File: src/rtl/cond_move_unit.sv
`default_nettype none
// ============================================================================
//  Module      : cond_move_unit
//  Description : Two-stage pipelined conditional-move evaluator (MOVZ/MOVN
//                class). Stage 1 captures the operands and a chunked
//                OR-reduction of the condition operand. Stage 2 completes the
//                zero test, decodes the destination write enable and presents
//                the result. A saturating counter tracks the moves taken.
//                Both stages use a valid/ready handshake, so the pipeline can
//                stall and be flushed.
//  Revision    : 1.0  initial release
// ----------------------------------------------------------------------------
//  Parameters
//    WIDTH       operand / data width
//    CHUNK       bits OR-reduced per chunk in stage 1 (must divide WIDTH)
//    CNT_W       width of the taken-move counter
//  Ports
//    Clk         rising-edge clock
//    Reset_n     asynchronous active-low reset
//    Flush       synchronous pipeline kill (clears both stage valids)
//    InValid     input beat valid
//    InReady     unit can accept a beat this cycle
//    Mode        00 MOVZ, 01 MOVN, 10 always write, 11 never write
//    Cond        condition operand (rt)
//    Data        value to move (rs)
//    Dest        destination register number
//    OutValid    result beat valid
//    OutReady    downstream accepts the result
//    OutWrite    destination write enable
//    OutData     Data passed through unchanged
//    OutDest     Dest passed through unchanged
//    TakenCount  saturating count of accepted results with OutWrite=1
// ============================================================================
module cond_move_unit #(
    parameter int WIDTH = 32,
    parameter int CHUNK = 8,
    parameter int CNT_W = 16
) (
    input  logic             Clk,
    input  logic             Reset_n,
    input  logic             Flush,
    input  logic             InValid,
    output logic             InReady,
    input  logic [1:0]       Mode,
    input  logic [WIDTH-1:0] Cond,
    input  logic [WIDTH-1:0] Data,
    input  logic [4:0]       Dest,
    output logic             OutValid,
    input  logic             OutReady,
    output logic             OutWrite,
    output logic [WIDTH-1:0] OutData,
    output logic [4:0]       OutDest,
    output logic [CNT_W-1:0] TakenCount
);

    // ------------------------------------------------------------------------
    // Constants
    // ------------------------------------------------------------------------
    localparam int NCHUNK = WIDTH / CHUNK;

    localparam logic [1:0] MODE_MOVZ   = 2'b00;
    localparam logic [1:0] MODE_MOVN   = 2'b01;
    localparam logic [1:0] MODE_ALWAYS = 2'b10;
    localparam logic [1:0] MODE_NEVER  = 2'b11;

    localparam logic [CNT_W-1:0] CNT_MAX  = '1;
    localparam logic [CNT_W-1:0] CNT_ZERO = '0;
    localparam logic [CNT_W-1:0] CNT_ONE  = CNT_W'(1);

    // ------------------------------------------------------------------------
    // Pipeline state
    // ------------------------------------------------------------------------
    logic              s1_valid;
    logic [1:0]        s1_mode;
    logic [WIDTH-1:0]  s1_data;
    logic [4:0]        s1_dest;
    logic [NCHUNK-1:0] s1_chunk_or;

    logic              s2_valid;
    logic              s2_write;
    logic [WIDTH-1:0]  s2_data;
    logic [4:0]        s2_dest;

    logic [CNT_W-1:0]  taken_cnt;

    // ------------------------------------------------------------------------
    // Handshake
    // ------------------------------------------------------------------------
    logic s2_adv;
    logic s1_adv;
    logic in_accept;
    logic out_accept;

    assign s2_adv     = !s2_valid || OutReady;
    assign s1_adv     = !s1_valid || s2_adv;
    assign InReady    = s1_adv && !Flush;
    assign in_accept  = InValid && InReady;
    assign out_accept = s2_valid && OutReady;

    // ------------------------------------------------------------------------
    // Stage 1 condition pre-reduction: one OR per CHUNK-bit slice, so the
    // full-width zero test is split across the two stages.
    // ------------------------------------------------------------------------
    logic [NCHUNK-1:0] cond_chunk_or;

    for (genvar g = 0; g < NCHUNK; g++) begin : g_chunk
        assign cond_chunk_or[g] = |Cond[g*CHUNK +: CHUNK];
    end

    // ------------------------------------------------------------------------
    // Stage 1 register
    // Payload only loads on an accepted beat, so a stalled stage never
    // changes its contents.
    // ------------------------------------------------------------------------
    always_ff @(posedge Clk or negedge Reset_n) begin
        if (!Reset_n) begin
            s1_valid    <= 1'b0;
            s1_mode     <= 2'b00;
            s1_data     <= '0;
            s1_dest     <= 5'd0;
            s1_chunk_or <= '0;
        end else if (Flush) begin
            s1_valid <= 1'b0;
        end else if (s1_adv) begin
            s1_valid <= in_accept;
            if (in_accept) begin
                s1_mode     <= Mode;
                s1_data     <= Data;
                s1_dest     <= Dest;
                s1_chunk_or <= cond_chunk_or;
            end
        end
    end

    // ------------------------------------------------------------------------
    // Stage 2 write-enable decode
    // ------------------------------------------------------------------------
    logic s1_nz;
    logic write_nxt;

    assign s1_nz = |s1_chunk_or;

    always_comb begin
        write_nxt = 1'b0;
        case (s1_mode)
            MODE_MOVZ:   write_nxt = !s1_nz;
            MODE_MOVN:   write_nxt = s1_nz;
            MODE_ALWAYS: write_nxt = 1'b1;
            MODE_NEVER:  write_nxt = 1'b0;
            default:     write_nxt = 1'b0;
        endcase
    end

    // ------------------------------------------------------------------------
    // Stage 2 register (drives the outputs directly)
    // ------------------------------------------------------------------------
    always_ff @(posedge Clk or negedge Reset_n) begin
        if (!Reset_n) begin
            s2_valid <= 1'b0;
            s2_write <= 1'b0;
            s2_data  <= '0;
            s2_dest  <= 5'd0;
        end else if (Flush) begin
            s2_valid <= 1'b0;
        end else if (s2_adv) begin
            s2_valid <= s1_valid;
            if (s1_valid) begin
                s2_write <= write_nxt;
                s2_data  <= s1_data;
                s2_dest  <= s1_dest;
            end
        end
    end

    // ------------------------------------------------------------------------
    // Taken-move counter. Driven by the output handshake alone, so an accept
    // that coincides with Flush still counts and Flush never clears it.
    // ------------------------------------------------------------------------
    always_ff @(posedge Clk or negedge Reset_n) begin
        if (!Reset_n) begin
            taken_cnt <= CNT_ZERO;
        end else if (out_accept && s2_write && (taken_cnt != CNT_MAX)) begin
            taken_cnt <= taken_cnt + CNT_ONE;
        end
    end

    // ------------------------------------------------------------------------
    // Outputs
    // ------------------------------------------------------------------------
    assign OutValid   = s2_valid;
    assign OutWrite   = s2_write;
    assign OutData    = s2_data;
    assign OutDest    = s2_dest;
    assign TakenCount = taken_cnt;

endmodule
`default_nettype wire

File: config.mk
export PLATFORM = sky130hd
export DESIGN_NAME = cond_move_unit
export DESIGN_NICKNAME = d
export VERILOG_FILES = /design/src/rtl/cond_move_unit.sv
export SDC_FILE = /design/constraint.sdc
export NUM_CORES = 1
export LEC_CHECK = 0
export CAP_MARGIN = 20
export CORE_UTILIZATION = 49
export DETAILED_ROUTE_END_ITERATION = 7
export PLACE_DENSITY = 0.83
export SYNTH_ARGS = -nofsm -noshare
export SYNTH_HDL_FRONTEND = slang
export SYNTH_SLANG_ARGS = --single-unit
File: constraint.sdc
create_clock -name Clk -period 3.75 [get_ports Clk]
set_input_delay 0.375 -clock Clk [delete_from_list [all_inputs] [get_ports Clk]]
set_output_delay 0.375 -clock Clk [all_outputs]
set_load 0.02 [all_outputs]
# Word level (Yosys, flattened, before mapping)

Index checks and enable logic that the tools add are counted.

Bitwise logic cells: 1
Reductions and logical operators: 21
Equality and inequality tests: 4
Mux-type cells: 5
$add $sub $neg: 1

Operator list:

| kind                  | count |
|---|---|
| $reduce_or 8->1       | 4 |
| $add 16x1->16 const B | 1 |
| $ne 16x16->1 const B  | 1 |
| $reduce_and 3->1      | 2 |
| $logic_and 1x1->1     | 5 |
| $eq 2x2->1 const B    | 2 |
| $logic_not 1->1       | 4 |
| $mux 1                | 4 |
| $pmux 1 s4            | 1 |
| $reduce_bool 2->1     | 2 |
| $reduce_or 4->1       | 1 |
| $eq 2x1->1 const B    | 1 |
| $logic_not 2->1       | 1 |
| $logic_or 1x1->1      | 2 |
| $not 1->1             | 1 |

Flip-flop bits (word level): 99
Input bits: 76

# Longest topological paths before layout

Gate-level depths: netlist of run 1.

Word-level depth: 7
Mapped depth: 6
Gate-level depth less buffers: 5

# Least setup slack after synthesis of run 1

No wires, ideal clock.

Path type: register to register
Start point: register s2_valid, in the netlist OutValid
End point: register s1_data[21]
Setup time: 0.125 ns
Arrival: 1.625 ns
Path slack: 2.000 ns
Cell stages (with the launch flop): 7
Path buffers: 2
Path through: dfrtp_1 -> nor2b_4 -> a21oi_4 -> nand2_2 -> buf_6 -> buf_6 -> mux2_4

Cells in the longest elaborated chain, start to end: 6

RTL lines:

| element                           | RTL line | text |
|---|---|---|
| start: declaration                | 79       | `logic s2_valid;` |
| start signal: assignment          | 166      | `s2_valid <= s1_valid;` |
| $logic_not 1->1                   | 94       | `assign s2_adv = !s2_valid \|\| OutReady;` |
| $logic_or 1x1->1                  | 94       |  |
| $logic_or 1x1->1                  | 95       | `assign s1_adv = !s1_valid \|\| s2_adv;` |
| $logic_and 1x1->1                 | 96       | `assign InReady = s1_adv && !Flush;` |
| named net InReady                 | 43       | `output logic InReady,` |
| $logic_and 1x1->1                 | 97       | `assign in_accept = InValid && InReady;` |
| $reduce_and 3->1 (no source line) | -        |  |
| end signal: assignment            | 128      | `s1_data <= Data;` |
| end: declaration                  | 75       | `logic [WIDTH-1:0] s1_data;` |

The timed path passes the listed nets, and every way through them passes these cells.
A chain may end at the register's enable or synchronous reset.

# Worst setup path in the final report of run 1

Start point: input port OutReady
End point: output port InReady

Cells in the longest elaborated chain, start to end: 3

RTL lines:

| element            | RTL line | text |
|---|---|---|
| start: declaration | 49       | `input logic OutReady,` |
| $logic_or 1x1->1   | 94       |  |
| $logic_or 1x1->1   | 95       |  |
| $logic_and 1x1->1  | 96       |  |
| end: declaration   | 43       |  |

No other way between the ends.

==> run metrics, run 1 <==
final wirelength=around 8100 µm; Residual DRC=0; Mean Syn Cell Area=around 15 µm²; Net Sw Power=831 µW; Antenna Cells=0; WS Path Type=input port to output port; sw frac=28.5%; # IOs=approximately 130; Final setup viols=0; post-cts gate resize count=0; Post-Syn Area=between 0.004 and 0.005 mm²; # Post-CTS Setup Buffers=0; Netlist cell types=31; drt wl/cell=about 16 µm; worst min path class=input port to async pin; Rel. slew slack=between 30 and 40%; RD Place Congestion=0.828; Clock Power Share=a little under a quarter; Syn Inst Count=around 270; vias per cell=between 5 and 6; Initial Util=51.4%; Syn Nets=approximately 350; status=complete, no violations; CTS buffer count=9; startpoint types=input port; Final Hold Viols=0; yosys warns=0; gr usage total=approximately a fifth; core box area=~0.008 mm²; Core Util, Final=about 72%; post-route ant nets=0; number of port buffers=roughly 130; fin nets=around 480; clock root buffer=clkbuf_8; Max-Cap Viols=0; dpl hpwl=between 5000 and 6000 µm; Pwr per Cell Area=516 mW/mm²; via count=approximately 2700; chip height=roughly 93 µm; cell internal pwr=between 2000 and 2500 µW; vias in the first global route=between 2000 and 3000; TritonCTS clock tree=done; Synth Register Bits=slightly below 100; DRT Pass-1 Iters=4; Layout area overhead=40.7%; row count=32; combinational cell fraction of total power=29.0%; setup repair after global routing missed its margin=no; initial antenna violation count=0; clk_skew=between 0.01 and 0.015 ns; Tmin final=~2.3 ns; clock buffer depth=2; layout cells sized above 1=between 20 and 30%; clock sink count=just under 100; Worst EP required=approximately 3.4 ns; DR iter-0 viols=between 60 and 70; sequential power share=a little under half; CTS Hold Bufs=0; first-pass GRT wire length=roughly 13000 µm; sequential share of the synthesized area=61.7%; CP max FO=10; Setup TNS=0 ns; largest net degree at the start of global routing=84; DIE WIDTH=between 90 and 100 µm; worst-margin pin slew=1.04 ns; cell leakage power=approximately 0.0023 µW; f_max=431 MHz; CP arrival=between 1.5 and 2 ns; most frequent cells in the layout=130 x clkdlybuf4s50_1, 99 x dfrtp_1, 69 x mux2_2; Reg clk slew, reported paths=approximately 0.09 ns; Slew Viols, Final=0; die area=roughly 0.0086 mm²; fin crit share=between 60% and 70%; Skew-Pair Late Insertion Delay=~0.34 ns; CP Capture Type=output port; H-tree depth=3; grt ovf=0; most common cell after layout, fill and taps aside=clkdlybuf4s50_1; worst vdd ir=between 0.0003 and 0.0004 V
[area by class of cell]
| cell class | instances | area, µm² |
|---|---|---|
| Fill cell | 542 | 2160 |
| Tap cell | 102 | 128 |
| Clock buffer | 10 | 138 |
| Clock inverter | 5 | 63.8 |
| Timing Repair Buffer | 135 | 1360 |
| Multi-Input combinational cell | 161 | 1480 |
| Sequential cell | 99 | 2480 |
[power groups by stage]
stage | Combinational, µW | Clock (µW) | Sequential, µW
floorplan | 236 | 0 | 1570
global route | 890 | 739 | 1430
finish | 846 | 673 | 1400
global placement | 827 | 0 | 1410
detailed placement | 850 | 0 | 1420
CTS | 853 | 693 | 1400
[registers in the layout (all words and copies together), names as in the netlist]
| name | count |
|---|---|
| TakenCount | 16 |
| s1_mode | 2 |
| s1_valid | 1 |
| OutDest | 5 |
| OutValid | 1 |
| OutData | 32 |
| s1_dest | 5 |
| OutWrite | 1 |
| s1_chunk_or | 4 |
| s1_data | 32 |
[cells in the mapped netlist]
master	n	area (µm²)
and4_1	3	26.3
nand2_2	1	6.26
nand4_1	3	18.8
buf_6	2	22.5
mux2_2	69	777
a21oi_1	6	30.0
dfrtp_1	99	2480
nand2_1	6	22.5
a31oi_1	2	12.5
and3b_1	1	8.76
xor2_1	2	17.5
buf_4	2	15.0
mux2_4	10	150
nand3_1	11	55.1
and3_1	3	18.8
and2_1	1	6.26
nor3b_1	1	7.51
xnor2_1	8	70.1
buf_2	5	25.0
nor3_1	3	15.0
ha_1	1	12.5
nand3b_1	1	7.51
a21oi_4	1	16.3
nor4_1	9	56.3
nor4_4	1	21.3
o211ai_1	1	7.51
o21a_1	3	22.5
o21ai_0	2	10.0
a41oi_1	5	43.8
nor2b_4	1	13.8
nor2_1	6	22.5
[worst paths after layout]
kind | to | cells past startpoint | slack (ns) | from
hold reg to reg | TakenCount[15] | 1 | 0.50 | TakenCount[15]
hold / removal | TakenCount[4] | 2 | 0.39 | Reset_n
setup reg to reg | s1_data[30] | 4 | 1.59 | OutValid
setup / recovery | InReady | 4 | 1.43 | OutReady
min in group Clk | TakenCount[15] | 1 | 0.50 | TakenCount[15]
max in group asynchronous | OutData[9] | 4 | 2.51 | Reset_n
[metrics by stage]
step | hold slack [ns] | std cells | worst slack (ns) | power (µW) | area [µm²]
final | 0.390 | 512 | 1.43 | 2910 | 5650
after floorplan | 0.0794 | 269 | 2.00 | 1810 | 4020
after detailed placement | 0.488 | 495 | 1.14 | 2270 | 5410
after global routing | 0.386 | 512 | 1.38 | 3050 | 5650
after CTS | 0.239 | 510 | 1.42 | 2940 | 5610
after global placement | 0.482 | 495 | 1.17 | 2230 | 5410
[layer usage]
layer	global-route usage [%]	vias to the layer above	routed length [µm]
met5	0	-	0
met4	7.81	0	184
met3	5.25	16	585
met2	32.2	97	3860
met1	25.2	1317	3450
li1	-	1258	-
[critical path, stage by stage]
cell and delay, ns:
clkdlybuf4s50_1 0.54, nor2b_4 0.08, a21oi_4 0.27, clkdlybuf4s50_1 0.68
[cells by family (layout without fill, tap and decap cells)]
kind of cell	Yosys count	after routing	synth area share (%)
flip-flops	99	99	61.7
multiplexers	79	79	23.1
adder cells (fa/ha/maj)	1	1	0.311
AO/OA/AOI/OAI	20	20	3.55
AND/OR/NAND/NOR	51	51	7.63
XOR/XNOR	10	10	2.18
buffers and inverters	9	150	1.56
(Power assumes the default switching activity.)
==> run 2: changes to the inputs <==
--- a/config.mk
+++ b/config.mk
@@ -6,9 +6,9 @@
 export NUM_CORES = 1
 export LEC_CHECK = 0
 export CAP_MARGIN = 20
-export CORE_UTILIZATION = 49
+export CORE_UTILIZATION = 41
 export DETAILED_ROUTE_END_ITERATION = 7
-export PLACE_DENSITY = 0.83
+export PLACE_DENSITY = 0.74
 export SYNTH_ARGS = -nofsm -noshare
 export SYNTH_HDL_FRONTEND = slang
 export SYNTH_SLANG_ARGS = --single-unit
==> constraint.sdc (replaced) <==
create_clock -name Clk -period 2.1 [get_ports Clk]
set_input_delay 0.21 -clock Clk [delete_from_list [all_inputs] [get_ports Clk]]
set_output_delay 0.21 -clock Clk [all_outputs]
set_load 0.02 [all_outputs]
==> run metrics, run 2 (synthesis results as in run 1) <==
core box area=between 0.009 and 0.01 mm²; clock sink count=99; dpl hpwl=approximately 6000 µm; grt ovf=0; die area=about 0.010 mm²; Tmin final=1.71 ns; Pwr per Cell Area=906 mW/mm²; final wirelength=roughly 8400 µm; worst min path class=input port to async pin; CP Capture Type=output port; clock root buffer=clkbuf_8; fin nets=between 400 and 500; # IOs=around 130; CTS buffer count=9; row count=35; clk_skew=slightly below 0.009 ns; H-tree depth=3; drt wl/cell=between 15 and 20 µm; CP max FO=6; Rel. slew slack=a little over three fifths; clock buffer depth=2; most common cell after layout, fill and taps aside=clkdlybuf4s50_1; Final setup viols=0; Antenna Cells=0; CP arrival=about 1.5 ns; Layout area overhead=42.5%; Skew-Pair Late Insertion Delay=approximately 0.37 ns; WS Path Type=register to output port; RD Place Congestion=0.825; Initial Util=between 40% and 50%; CP Buf/Inv Count=1; most frequent cells in the layout=129 x clkdlybuf4s50_1, 99 x dfrtp_1, 69 x mux2_2; number of port buffers=roughly 130; DIE WIDTH=101 µm; gr usage total=18.0%; worst-margin pin slew=roughly 0.56 ns; placed inst area=~0.0055 mm²; TritonCTS clock tree=done; startpoint types=register; DRT Pass-1 Iters=4; Finished Cell Area=0.00572 mm²; vias in the first global route=between 2000 and 3000; cell leakage power=0.00238 µW; f_max=~580 MHz; crit path cell chain=clkdlybuf4s50_1; Worst path max stage delay=0.65 ns; DR iter-0 viols=63; Reg clk slew, reported paths=0.11 ns; Final Hold Viols=0; largest net degree at the start of global routing=between 40 and 50; Setup TNS=0 ns; Worst EP required=1.89 ns; Residual DRC=0; vias per cell=4.97; first-pass GRT wire length=14100 µm; worst vdd ir=between 0.0005 and 0.0006 V; layout cells sized above 1=between 20% and 30%; via count=approximately 2700; setup repair after global routing missed its margin=no; fin crit share=81.4%; Core Util, Final=between 60% and 70%; chip height=around 100 µm; Slew Viols, Final=0; slowest cell on the critical path=clkdlybuf4s50_1; CP top delay family=buffers and inverters; initial antenna violation count=0; status=complete, no violations; post-route ant nets=0; Max-Cap Viols=0
## run 2: worst paths after layout
path / startpoint / to / slack [ns] / cells after the start
min: Reset_n / s1_data[19] / 0.36 / 2
min reg2reg: TakenCount[15] / TakenCount[15] / 0.51 / 1
max reg2reg: TakenCount[8] / TakenCount[1] / 0.39 / 4
max in group asynchronous: Reset_n / OutData[31] / 1.04 / 3
min in group Clk: Data[7] / s1_data[7] / 0.44 / 2
max: TakenCount[9] / TakenCount[9] / 0.39 / 1
## run 2: report_power, final
group	switching (µW)	total, µW	leakage [µW]	internal, µW
Clock	714	1180	0.0000962	466
Combinational	642	1510	0.00109	869
Sequential	222	2490	0.00119	2270
## run 2: metrics by stage
| stage | cells | hold WS, ns | setup slack, ns | total power (µW) |
|---|---|---|---|---|
| 2_1_floorplan | 269 | -0.0856 | 0.350 | 3230 |
| 5_1_grt | 544 | 0.399 | 0.312 | 5450 |
| 3_3_place_gp | 527 | 0.239 | 0.201 | 4010 |
| 3_5_place_dp | 527 | 0.245 | 0.156 | 4060 |
| 4_1_cts | 544 | 0.370 | 0.0288 | 5260 |
| 6_report | 544 | 0.362 | 0.390 | 5180 |
## run 2: layout make-up
type                       count  area [µm²]
multi-input combinational    161        1480
clock inverter                 7        67.6
fill                         776        3650
timing repair buffer         139        1410
clock buffer                   9         124
tap                          129         161
sequential                    99        2480
## run 2: timing repair
action                                  CTS  global route
hold buffers                              1             0
gates resized for setup                   0             1
endpoints found under the setup margin    0             1
setup buffers                             0             0
hold endpoints to repair                 43             0
## run 2: per-layer routing
metal | vias up | global-route usage (%) | wire, µm
met5 | - | 0 | 0
met2 | 84 | 28.9 | 4100
met3 | 11 | 7.91 | 711
met4 | 0 | 6.35 | 104
met1 | 1345 | 21.6 | 3520
li1 | 1265 | - | -
==> run 3: changes to the inputs <==
--- a/config.mk
+++ b/config.mk
@@ -6,9 +6,9 @@
 export NUM_CORES = 1
 export LEC_CHECK = 0
 export CAP_MARGIN = 20
-export CORE_UTILIZATION = 41
+export CORE_UTILIZATION = 46
 export DETAILED_ROUTE_END_ITERATION = 7
-export PLACE_DENSITY = 0.74
+export PLACE_DENSITY = 0.78
 export SYNTH_ARGS = -nofsm -noshare
 export SYNTH_HDL_FRONTEND = slang
 export SYNTH_SLANG_ARGS = --single-unit
==> constraint.sdc (replaced) <==
create_clock -name Clk -period 1.7 [get_ports Clk]
set_input_delay 0.17 -clock Clk [delete_from_list [all_inputs] [get_ports Clk]]
set_output_delay 0.17 -clock Clk [all_outputs]
set_load 0.02 [all_outputs]
==> run metrics, run 3 (synthesis results as in run 1) <==
status=complete, no violations; CP max FO=5; vias per cell=between 5 and 6; DRT Pass-1 Iters=4; Reg clk slew, reported paths=0.09 ns; Setup TNS=0 ns; startpoint types=register; Finished Layout Cells=530; setup repair after global routing missed its margin=yes; layout cells sized above 1=28.0%; Layout area overhead=45.3%; Initial Util=between 40 and 50%; cell internal pwr=4910 µW; # Post-CTS Setup Buffers=0; fin crit share=~99%; Final Hold Viols=0; DR iter-0 viols=47; Final setup viols=0; first-pass GRT wire length=about 14000 µm; fill cell count=approximately 630; most common cell after layout, fill and taps aside=clkdlybuf4s50_1; row count=33; initial antenna violation count=0; fin nets=between 400 and 500; RD Place Congestion=~0.86; final wirelength=approximately 8400 µm; Skew-Pair Late Insertion Delay=0.35 ns; gr usage total=20.2%; Max-Cap Viols=0; Rel. slew slack=between 70% and 80%; most frequent cells in the layout=129 x clkdlybuf4s50_1, 98 x dfrtp_1, 69 x mux2_2; Tmin final=approximately 1.7 ns; clock sink count=99; total power=between 6000 and 7000 µW; combinational cell fraction of total power=approximately 28%; dpl hpwl=roughly 6200 µm; vias in the first global route=2971; chip height=95.4 µm; f_max=between 500 and 600 MHz; DIE WIDTH=95.4 µm; Residual DRC=0; Setup WS post-layout=0.0154 ns; Finished Cell Area=roughly 0.006 mm²; clock root buffer=clkbuf_8; cell leakage power=between 0.002 and 0.0025 µW; Antenna Cells=0; Clock Power Share=a little over a quarter; number of port buffers=between 100 and 150; sw frac=a little over a quarter; CP Capture Type=register; TritonCTS clock tree=done; clk_skew=between 0.007 and 0.008 ns; Net Sw Power=1840 µW; Place WS=-0.115 ns; WS Path Type=register to register; worst-margin pin slew=about 0.36 ns; Slew Viols, Final=0; Worst EP required=about 1.9 ns; largest net degree at the start of global routing=between 40 and 50; die area=~0.009 mm²; CP arrival=~1.9 ns; sequential power share=45.7%; worst min path class=input port to async pin; via count=approximately 2700; Pwr per Cell Area=roughly 1200 mW/mm²; placed inst area=between 0.005 and 0.006 mm²; core box area=0.00834 mm²; CTS buffer count=9; clock buffer depth=2; drt wl/cell=approximately 16 µm; dpl cells=between 500 and 600; grt ovf=0; post-route ant nets=0; # IOs=about 130; worst vdd ir=0.000668 V; H-tree depth=3
[run 3: power by group through the flow]
stage          Clock [µW]  Combinational, µW  Sequential, µW
2_1_floorplan           0                523            3460
3_3_place_gp            0               1860            3110
3_5_place_dp            0               1890            3130
4_1_cts              1860               1900            3090
5_1_grt              1940               2010            3150
6_report             1790               1870            3090
[run 3: critical path: stages (launching register included)]
cell and delay, ns:
dfrtp_1 0.46, ha_1 0.26, and2_1 0.21, a31oi_1 0.28, mux2_2 0.37
[run 3: stage by stage]
step / util, % / hold WS [ns]
finish: 70.0 / 0.261
global route: 70.0 / 0.299
CTS: 70.0 / 0.258
detailed placement: 66.9 / 0.109
global placement: 66.9 / 0.101
floorplan: - / -0.126
[run 3: cell type report]
| class | instances | area, µm² | share of cell area [%] |
|---|---|---|---|
| Multi-Input combinational cell | 161 | 1480 | 25.4 |
| Clock buffer | 10 | 138 | 2.36 |
| Tap cell | 105 | 131 | 2.25 |
| Clock inverter | 6 | 111 | 1.91 |
| Sequential cell | 99 | 2480 | 42.5 |
| Timing Repair Buffer | 149 | 1500 | 25.6 |
[run 3: path summary, 6_finish.rpt]
check                                end  cells after the start     startpoint  slack, ns
hold / removal               OutData[27]                      2        Reset_n       0.26
min in group Clk             s1_data[13]                      2       Data[13]       0.43
setup / recovery           TakenCount[1]                      4  TakenCount[0]       0.02
setup reg to reg           TakenCount[1]                      4  TakenCount[0]       0.02
hold reg to reg              OutData[31]                      1    s1_data[31]       0.51
max in group asynchronous    OutData[16]                      3        Reset_n       0.91
[run 3: routing by layer]
layer,up-vias,track usage [%],wire length [µm],part of all wire (%)
li1,1288,-,-,-
met1,1316,24.2,3500,42
met2,80,33.7,4160,50
met3,10,6.38,606,7.2
met4,0,7.96,106,1.3
met5,-,0,0,0
[run 3: what timing repair did]
| action | in CTS | in global routing |
|---|---|---|
| pin swaps | 0 | 0 |
| hold buffers | 1 | 0 |
| hold endpoints to repair | 24 | 0 |
| endpoints found under the setup margin | 1 | 2 |
| resized for setup | 1 | 0 |
